## src/rtl/crosshair_draw_if.sv

```systemverilog
// VGA timing plus pixel colour bundle passed between drawing stages.
// master/out drive the bundle, slave/in receive it.
interface vga_if;
  logic [11:0] hcount;
  logic [11:0] vcount;
  logic        hsync;
  logic        vsync;
  logic        hblnk;
  logic        vblnk;
  logic [11:0] rgb;

  modport master (output hcount, vcount, hsync, vsync, hblnk, vblnk, rgb);
  modport slave  (input  hcount, vcount, hsync, vsync, hblnk, vblnk, rgb);
  modport out    (output hcount, vcount, hsync, vsync, hblnk, vblnk, rgb);
  modport in     (input  hcount, vcount, hsync, vsync, hblnk, vblnk, rgb);
endinterface

```

## src/rtl/crosshair_draw.sv

```systemverilog
// Crosshair overlay: frame-latched centre, edge clipping, click-triggered flash.
// One cycle of latency on every timing signal and on rgb.
module crosshair_draw #(
  parameter int          ARM_LEN      = 8,
  parameter int          HALF_WIDTH   = 2,
  parameter logic [11:0] COLOR        = 12'hF00,
  parameter logic [11:0] FLASH_COLOR  = 12'hFF0,
  parameter int          FLASH_FRAMES = 6,
  parameter bit          OPEN_CENTRE  = 1'b0,
  parameter int          GAP          = 2
) (
  input  logic        clk,
  input  logic        rst,
  input  logic [11:0] xpos,
  input  logic [11:0] ypos,
  input  logic        left,
  output logic        flash_active,
  vga_if.in           in,
  vga_if.out          out
);

  localparam int CW = $clog2(FLASH_FRAMES + 1);

  typedef enum logic {IDLE = 1'b0, FLASH = 1'b1} state_t;

  state_t         state_q, state_d;
  logic [CW-1:0]  cnt_q, cnt_d;
  logic           vblnk_q;
  logic           left_q;
  logic [11:0]    cx_q, cy_q;
  logic [11:0]    rgb_d;

  logic           fe, ce;
  logic [12:0]    adx, ady;
  logic           hbar, vbar, hole, hit;

  function automatic logic [12:0] abs13(input logic signed [12:0] v);
    return v[12] ? 13'(-v) : 13'(v);
  endfunction

  assign fe = in.vblnk & ~vblnk_q;
  assign ce = left & ~left_q;

  // Zero-extended signed differences: clips at edges instead of wrapping.
  assign adx  = abs13($signed({1'b0, in.hcount}) - $signed({1'b0, cx_q}));
  assign ady  = abs13($signed({1'b0, in.vcount}) - $signed({1'b0, cy_q}));
  assign hbar = (ady <= 13'(HALF_WIDTH)) && (adx <= 13'(ARM_LEN));
  assign vbar = (adx <= 13'(HALF_WIDTH)) && (ady <= 13'(ARM_LEN));
  assign hole = OPEN_CENTRE && (adx <= 13'(GAP)) && (ady <= 13'(GAP));
  assign hit  = (hbar | vbar) & ~hole;

  assign flash_active = (state_q == FLASH);

  always_ff @(posedge clk) begin
    if (rst) begin
      vblnk_q <= 1'b0;
      left_q  <= 1'b0;
      cx_q    <= 12'd0;
      cy_q    <= 12'd0;
      state_q <= IDLE;
      cnt_q   <= '0;
    end else begin
      vblnk_q <= in.vblnk;
      left_q  <= left;
      state_q <= state_d;
      cnt_q   <= cnt_d;
      if (fe) begin
        cx_q <= xpos;
        cy_q <= ypos;
      end else begin
        cx_q <= cx_q;
        cy_q <= cy_q;
      end
    end
  end

  // A click outranks a frame event, so retriggering never loses a reload.
  always_comb begin
    state_d = state_q;
    cnt_d   = cnt_q;
    case (state_q)
      IDLE: begin
        if (ce) begin
          state_d = FLASH;
          cnt_d   = CW'(FLASH_FRAMES);
        end else begin
          state_d = IDLE;
        end
      end
      FLASH: begin
        if (ce) begin
          cnt_d = CW'(FLASH_FRAMES);
        end else if (fe) begin
          if (cnt_q == CW'(1)) begin
            state_d = IDLE;
            cnt_d   = '0;
          end else begin
            cnt_d = cnt_q - CW'(1);
          end
        end else begin
          cnt_d = cnt_q;
        end
      end
      default: begin
        state_d = IDLE;
        cnt_d   = '0;
      end
    endcase
  end

  always_comb begin
    rgb_d = in.rgb;
    if (hit) begin
      rgb_d = (state_q == FLASH) ? FLASH_COLOR : COLOR;
    end else if (in.hcount == 12'd0) begin
      rgb_d = 12'h000;
    end else begin
      rgb_d = in.rgb;
    end
  end

  always_ff @(posedge clk) begin
    if (rst) begin
      out.hcount <= 12'd0;
      out.vcount <= 12'd0;
      out.hsync  <= 1'b0;
      out.vsync  <= 1'b0;
      out.hblnk  <= 1'b0;
      out.vblnk  <= 1'b0;
      out.rgb    <= 12'd0;
    end else begin
      out.hcount <= in.hcount;
      out.vcount <= in.vcount;
      out.hsync  <= in.hsync;
      out.vsync  <= in.vsync;
      out.hblnk  <= in.hblnk;
      out.vblnk  <= in.vblnk;
      out.rgb    <= rgb_d;
    end
  end

endmodule

```

## src/flat_wrapper.sv

```systemverilog
// flat-port wrapper written by rule: the top's interface ports become plain ports
module crosshair_draw_flat 
#(
  parameter int          ARM_LEN      = 8,
  parameter int          HALF_WIDTH   = 2,
  parameter logic [11:0] COLOR        = 12'hF00,
  parameter logic [11:0] FLASH_COLOR  = 12'hFF0,
  parameter int          FLASH_FRAMES = 6,
  parameter bit          OPEN_CENTRE  = 1'b0,
  parameter int          GAP          = 2
)
  (clk, rst, xpos, ypos, left, flash_active, in_hcount, in_vcount, in_hsync, in_vsync, in_hblnk, in_vblnk, in_rgb, out_hcount, out_vcount, out_hsync, out_vsync, out_hblnk, out_vblnk, out_rgb);
  vga_if in_i ();
  vga_if out_i ();
  input  logic clk;
  input  logic rst;
  input  logic [11:0] xpos;
  input  logic [11:0] ypos;
  input  logic left;
  output logic flash_active;
  input wire logic [$bits(in_i.hcount)-1:0] in_hcount;
  input wire logic [$bits(in_i.vcount)-1:0] in_vcount;
  input wire logic [$bits(in_i.hsync)-1:0] in_hsync;
  input wire logic [$bits(in_i.vsync)-1:0] in_vsync;
  input wire logic [$bits(in_i.hblnk)-1:0] in_hblnk;
  input wire logic [$bits(in_i.vblnk)-1:0] in_vblnk;
  input wire logic [$bits(in_i.rgb)-1:0] in_rgb;
  output wire logic [$bits(out_i.hcount)-1:0] out_hcount;
  output wire logic [$bits(out_i.vcount)-1:0] out_vcount;
  output wire logic [$bits(out_i.hsync)-1:0] out_hsync;
  output wire logic [$bits(out_i.vsync)-1:0] out_vsync;
  output wire logic [$bits(out_i.hblnk)-1:0] out_hblnk;
  output wire logic [$bits(out_i.vblnk)-1:0] out_vblnk;
  output wire logic [$bits(out_i.rgb)-1:0] out_rgb;
  assign in_i.hcount = in_hcount;
  assign in_i.vcount = in_vcount;
  assign in_i.hsync = in_hsync;
  assign in_i.vsync = in_vsync;
  assign in_i.hblnk = in_hblnk;
  assign in_i.vblnk = in_vblnk;
  assign in_i.rgb = in_rgb;
  assign out_hcount = out_i.hcount;
  assign out_vcount = out_i.vcount;
  assign out_hsync = out_i.hsync;
  assign out_vsync = out_i.vsync;
  assign out_hblnk = out_i.hblnk;
  assign out_vblnk = out_i.vblnk;
  assign out_rgb = out_i.rgb;
  crosshair_draw #(.ARM_LEN(ARM_LEN), .HALF_WIDTH(HALF_WIDTH), .COLOR(COLOR), .FLASH_COLOR(FLASH_COLOR), .FLASH_FRAMES(FLASH_FRAMES), .OPEN_CENTRE(OPEN_CENTRE), .GAP(GAP)) u_core (.clk(clk), .rst(rst), .xpos(xpos), .ypos(ypos), .left(left), .flash_active(flash_active), .in(in_i), .out(out_i));
endmodule
```

## config.mk

```make
export PLATFORM = sky130hd
export DESIGN_NAME = crosshair_draw_flat
export DESIGN_NICKNAME = d
export VERILOG_FILES = /design/src/rtl/crosshair_draw_if.sv /design/src/rtl/crosshair_draw.sv /design/src/flat_wrapper.sv
export SDC_FILE = /design/constraint.sdc
export NUM_CORES = 1
export LEC_CHECK = 0
export ABC_AREA = 1
export ABC_CLOCK_PERIOD_IN_PS = 6800
export CORE_AREA = 2 2 113 115
export DETAILED_ROUTE_END_ITERATION = 8
export DIE_AREA = 0 0 115 117
export GPL_TIMING_DRIVEN = 0
export PLACE_DENSITY_LB_ADDON = 0.25
export SLEW_MARGIN = 0
export SYNTH_ARGS = -nofsm -noshare
export SYNTH_HDL_FRONTEND = slang
export SYNTH_SLANG_ARGS = --single-unit
```

## constraint.sdc

```tcl
create_clock -name clk -period 6.8 [get_ports clk]
set_clock_uncertainty 0.1 [all_clocks]
set_input_delay 1.7 -clock clk [delete_from_list [all_inputs] [get_ports clk]]
set_output_delay 1.7 -clock clk [all_outputs]
set_load 0.01 [all_outputs]
```

Word-level counts from Yosys, hierarchy flattened
Cells that the tools add are included.
Operators by class
  $add $sub $neg: 5
  $mul: 0
  div/mod/pow operators: 0
  $lt $le $gt $ge: 4
  equal/unequal tests: 3
  shifts and indexed selects: 0
  mux-type cells: 15
  bitwise logic cells: 6
  reductions and logical operators: 4
Operators with widths (number)
  $le A13 B2 Y1 const B: 2
  $le A13 B4 Y1 const B: 2
  $mux W13: 2
  $neg A13 Y13: 2
  $sub A12 B12 Y13: 2
  $mux W12: 2
  $logic_not A12 Y1: 1
  $mux W3: 4
  $mux W8: 1
  $pmux W3 S2: 1
  $mux W1: 4
  $eq A3 B1 Y1 const B: 1
  $ne A3 B3 Y1 const B: 1
  $not A1 Y1: 3
  $sub A3 B1 Y3 const B: 1
  $and A1 B1 Y1: 2
  $logic_and A1 B1 Y1: 2
  $ne A2 B1 Y1 const B: 1
  $pmux W1 S2: 1
  $reduce_and A2 Y1: 1
  $or A1 B1 Y1: 1
Word-level totals
  flip-flop bits (word level): 69
  latch bits: 0
  RAM bits: 0
  memory bits (read-only): 0
  input port bits: 67
  logic and storage cells: 49
  memories kept: 0

Logic depth before layout (Yosys ltp)
  depth in word-level cells: 7
  gate-level depth with buffers: 23
  gate-level depth less buffers: 23

Least setup slack after synthesis
Ideal clock, no wire load.
  kind: input port to flip-flop
  from: input port in_vcount[0]
  to: register u_core.out.rgb[7]
  library setup time: 132 ps
  arrival: 3742 ps
  data required time: 6568 ps
  path slack: 2826 ps
  cell stages on the path: 20
  path buffers: 0
  path through: inv_1 ha_1 fa_1 nand2_1 a21oi_2 nand3_1 nor2_2 nand3_1 inv_1 nand3_1 nand2_1 nand2_1 nand2_1 nand2_1 nor2_1 nand3_1 nand2_2 nand2_2 nand2_1 a21oi_1
On the way
  word-level cells in the longest chain between the ends: 7
  elaborated cells between the ends (all ways): 9
  classes of those cells: add/sub (2); order compare (2); mux (2); bitwise (1); reduce/logical (2)
Ends and longest elaborated chain
  start, declared: line flat_wrapper.sv:22  | input wire logic [$bits(in_i.vcount)-1:0] in_vcount;
  $sub A12 B12 Y13 (*): line crosshair_draw.sv:46  | assign ady = abs13($signed({1'b0, in.vcount}) - $signed({1'b0, cy_q}));
  $neg A13 Y13: line crosshair_draw.sv:38  | return v[12] ? 13'(-v) : 13'(v);
  $mux W13 (*): line crosshair_draw.sv:38
  $le A13 B2 Y1 / $le A13 B4 Y1 (equally long branches): line crosshair_draw.sv:47, crosshair_draw.sv:48
  $logic_and A1 B1 Y1 (on tied branches): line crosshair_draw.sv:47, crosshair_draw.sv:48
  $or A1 B1 Y1 (*): line crosshair_draw.sv:50  | assign hit = (hbar | vbar) & ~hole;
  $mux W12 (*): line crosshair_draw.sv:113  | if (hit) begin
  end signal, assigned: line crosshair_draw.sv:138  | out.rgb <= rgb_d;
  end, declared: line crosshair_draw_if.sv:14  | modport out (output hcount, vcount, hsync, vsync, hblnk, vblnk, rgb);
Every way passes the cells marked *; elsewhere a longest branch is shown, timed or not.
A chain may end at the register's enable or synchronous reset.

Worst setup path in the final report
  from: input port in_hcount[0]
  to: register u_core.out.rgb[7]
On the way
  word-level cells in the longest chain between the ends: 7
  elaborated cells between the ends (all ways): 11
  classes of those cells: add/sub (2); order compare (2); mux (3); bitwise (1); reduce/logical (3)
Ends and longest elaborated chain
  start, declared: line flat_wrapper.sv:21  | input wire logic [$bits(in_i.hcount)-1:0] in_hcount;
  $sub A12 B12 Y13: line crosshair_draw.sv:45  | assign adx = abs13($signed({1'b0, in.hcount}) - $signed({1'b0, cx_q}));
  $neg A13 Y13: line crosshair_draw.sv:38
  $mux W13: line crosshair_draw.sv:38
  $le A13 B4 Y1 / $le A13 B2 Y1 (equally long branches): line crosshair_draw.sv:47, crosshair_draw.sv:48
  $logic_and A1 B1 Y1 (on tied branches): line crosshair_draw.sv:47, crosshair_draw.sv:48
  $or A1 B1 Y1: line crosshair_draw.sv:50
  $mux W12 (*): line crosshair_draw.sv:113
Marks and branches as above.

==> impl_metrics.py <==
metrics = {
    "critical_path": {
        "critPathSlowestCell": "sky130_fd_sc_hd__clkdlybuf4s50_1",
        "rrSetupSlack_ns": 3.92,
        "worst-path-buf-inv": 2,
        "worst_r2r_startpoint": "u_core.cy_q[0]$_SDFFE_PP0P_",
        "worst_setup_path_end_kind": "flop",
        "crit_path_max_fanout": 5,
        "crit_path_end": "u_core.out.rgb[7]$_SDFF_PP0_",
        "cp_data_arrival_time_ns": 4.56,
        "critical-path-top-delay-family": "simple AND/OR/NAND/NOR gates",
        "cp_slowest_stage_delay_ns": 0.45,
        "critical_path_cell_count": 17,
        "worst_ep_required_time_ns": 6.89,
        "path_cells": "clkdlybuf4s50_1, inv_1, ha_1, fa_1, nand3b_1, nand2_2, xor2_2, nor2_1, nor2_1, xor2_1, nand2_1, nor2_1, nand2_1, nor2_4, nand2_2, nand2_1, a21oi_1",
        "path_depth_of_the_worst_reg2reg_path": 20,
        "destination_of_the_worst_register_to_register_timing_path": "u_core.out.rgb[7]$_SDFF_PP0_",
        "worstSetupPathType": "primary input to flop",
        "worst_setup_path_startpoint": "in_hcount[0]",
        "worst_setup_path_start_kind": "primary input",
    },
    "drt": {
        "route.vias.total": 4172,
        "route.detailed.drc": 0,
        "via_per_inst": 4.66,
        "wirelength_um": 11100,
        "final_antenna_net_count": 0,
        "drt-wirelength-per-cell_um": 12.4,
        "drt_first_iter_violations": 140,
        "drt_pass1_iterations": 4,
    },
    "grt": {
        "wire_length_of_the_first_global_routing_pass_um": 17800,
        "grt_pass1_vias": 3896,
        "grt.overflow.total": 0,
        "maximum_number_of_pins_on_one_net_before_global_route_repair": 11,
        "groute.usage.overall": 0.170,
        "antenna_found_initial": 0,
    },
    "final_layout": {
        "post_route_cells_drive_above_1_share": 0.0591,
        "antenna_cells_inserted": 0,
        "final_design_area_no_fill_um2": 5720,
        "area.growth.synth_to_final_pct": 35.7,
        "layout.nets": 842,
    },
    "floorplanning": {
        "core_rows": 41,
        "die-width_um": 115,
        "top_level_ports": 108,
        "die_height_um": 117,
        "die_area_um2": 13500,
        "placeableCoreArea_um2": 12300,
        "initial_utilization": 0.342,
    },
    "sta": {
        "unrepaired_setup_endpoints_after_global_routing": "no",
        "report.final.hold_viol_count": 0,
        "fmax_ghz": 0.224,
        "period_needed_ns": 4.47,
        "max-slew-margin-rel": 0.509,
        "timing.final.setup_violations": 0,
        "fin_crit_sh": 0.658,
        "setup_ws_ns": 2.33,
        "actual_slew_at_the_worst_max_slew_pin_ns": 0.737,
        "maxSlewViolCount": 0,
        "setup_tns_ns": 0,
    },
    "yosys": {
        "yosysMostFrequentCell": "sky130_fd_sc_hd__nand2_1",
        "synth-edff-count": 0,
        "yosys-top-cells-count": "sky130_fd_sc_hd__nand2_1 (138), sky130_fd_sc_hd__inv_1 (117), sky130_fd_sc_hd__nor2_1 (77)",
        "async_flop_share": 0,
        "synthesis.yosys.warnings": 0,
        "synth_fp_nets": 725,
        "synth.cell_area_um2": 4210,
        "netlist.area_leader.share": 0.328,
        "synth.distinct_cells": 34,
        "synth_top_cells_by_area": "sky130_fd_sc_hd__dfxtp_1 (33%), sky130_fd_sc_hd__nand2_1 (12%), sky130_fd_sc_hd__inv_1 (10%), sky130_fd_sc_hd__ha_1 (8.9%), sky130_fd_sc_hd__nor2_1 (6.9%)",
        "postSynthRegisterBits": 69,
        "synth_flop_cell": "sky130_fd_sc_hd__dfxtp_1",
        "synth_area_leader_cell": "sky130_fd_sc_hd__dfxtp_1",
        "synth_seq_area_share": 0.328,
        "synth_area_per_cell_um2": 6.73,
        "synthCells": 626,
    },
    "clock_network": {
        "postCtsSetupRepairBufs": 0,
        "clk_pin_slew_worst_paths_ns": 0.05,
        "tritoncts_clock_tree": "yes",
        "number_of_cts_inserted_buffers": 9,
        "cts_hold_fix_bufs": 0,
        "clockRootBuffer": "sky130_fd_sc_hd__clkbuf_16",
        "ctsLongestPathBuffers": 2,
        "clock_insertion_delay_worst_skew_ns": 0.34,
        "cts.sink_count": 69,
        "cts_htree_levels": 3,
        "cts.repair.resized": 0,
    },
    "power": {
        "intPower_uw": 855,
        "power-per-cell-area_nw_per_um2": 220,
        "pwr-share-comb": 0.322,
        "p_leak_nw": 2.78,
        "power.sequential.fraction": 0.348,
        "irDropWorstVdd_mv": 0.117,
        "switching_share": 0.322,
        "power.net_switching_uw": 405,
        "power.share.clock": 0.330,
    },
    "placement": {
        "placement.setup.worst_slack_ns": 2.00,
        "detailed_place_hpwl_um": 8930,
        "place.gp.congestion": 0.805,
        "dpl_cell_area_um2": 5460,
        "buffer_ports.inserted": 106,
    },
    "outcome": {
        "outcome": "complete, no violations",
    },
    "worst_hold_path": {
        "worst_hold_path_type": "flop to flop",
    },
    "flow_run": {
        "cap_violations": 0,
    },
}
-- tightest hold or removal path, stage by stage, from the launching register on --
cell and delay [ns]:
sky130_fd_sc_hd__dfxtp_1 0.29, sky130_fd_sc_hd__inv_1 0.06, sky130_fd_sc_hd__a21oi_1 0.06
-- power by group through the flow --
stage	logic, mW	registers (mW)	clock network [mW]
after floorplan	0.274	0.453	0
after global placement	0.397	0.447	0
after detailed placement	0.405	0.448	0
after CTS	0.407	0.439	0.430
after global routing	0.463	0.441	0.445
final	0.405	0.439	0.415
-- registers in the layout, summed over array words and instances (netlist names), 3 cells and up --
| signal | cells |
|---|---|
| u_core.cx_q | 12 |
| u_core.cy_q | 12 |
| u_core.out.hcount | 12 |
| u_core.out.rgb | 12 |
| u_core.out.vcount | 12 |
| u_core.cnt_q | 3 |
-- through the flow --
stage / hold WS [ns] / total power, mW / util / instances
after floorplan: 0.333 / 0.726 / - / 626
after global placement: 0.346 / 0.844 / 0.444 / 882
after detailed placement: 0.352 / 0.852 / 0.444 / 882
after CTS: 0.360 / 1.28 / 0.464 / 895
after global routing: 0.382 / 1.35 / 0.464 / 895
final: 0.358 / 1.26 / 0.464 / 895
-- per-layer routing --
metal,global-route usage,wire length (um),vias to the layer above
met4,0.0859,305,0
met2,0.278,5150,91
met5,0,0,-
met1,0.213,5140,1883
li1,-,-,2182
met3,0.0355,478,16
-- layout make-up --
| type | count | area [um^2] |
|---|---|---|
| buffer | 11 | 41.3 |
| clock buffer | 11 | 243 |
| clock inverter | 2 | 12.5 |
| fill | 1253 | 6600 |
| inverter | 119 | 447 |
| multi-input combinational | 427 | 2340 |
| sequential | 69 | 1380 |
| tap | 150 | 188 |
| timing repair buffer | 106 | 1060 |
-- cell usage in the layout (no fill, tap or decap), drive strengths merged, types with 2 or more instances in the layout --
cell type        n
nand3b           4
o21bai           2
fa               2
clkbuf          22
a21oi           45
a21o             2
dfxtp           69
inv            119
xnor2            8
xor2            12
nor3             4
nand3           36
ha              30
nand4           10
clkdlybuf4s50  106
nand2          149
nor2            83
o21ai           34
-- kinds of logic (layout without fill, tap and decap cells) --
kind of cell	Yosys count	in the layout	share of synthesized area
compound gates	88	88	0.114
xor+xnor	20	20	0.0487
fa+ha+maj	32	32	0.0986
buf+inv	130	249	0.116
flops	69	69	0.328
simple gates	287	287	0.295
-- worst min path at each step --
stage | startpoint | cells after the start | to
final | u_core.cx_q[10]$_SDFFE_PP0P_ | 2 | u_core.cx_q[10]$_SDFFE_PP0P_
after global routing | u_core.cx_q[6]$_SDFFE_PP0P_ | 2 | u_core.cx_q[6]$_SDFFE_PP0P_
after CTS | u_core.cx_q[4]$_SDFFE_PP0P_ | 2 | u_core.cx_q[4]$_SDFFE_PP0P_
after detailed placement | u_core.cx_q[4]$_SDFFE_PP0P_ | 2 | u_core.cx_q[4]$_SDFFE_PP0P_
after global placement | u_core.cx_q[3]$_SDFFE_PP0P_ | 2 | u_core.cx_q[3]$_SDFFE_PP0P_
after floorplan | u_core.cx_q[10]$_SDFFE_PP0P_ | 2 | u_core.cx_q[10]$_SDFFE_PP0P_
Note: power is estimated with default switching activity, not from simulation.
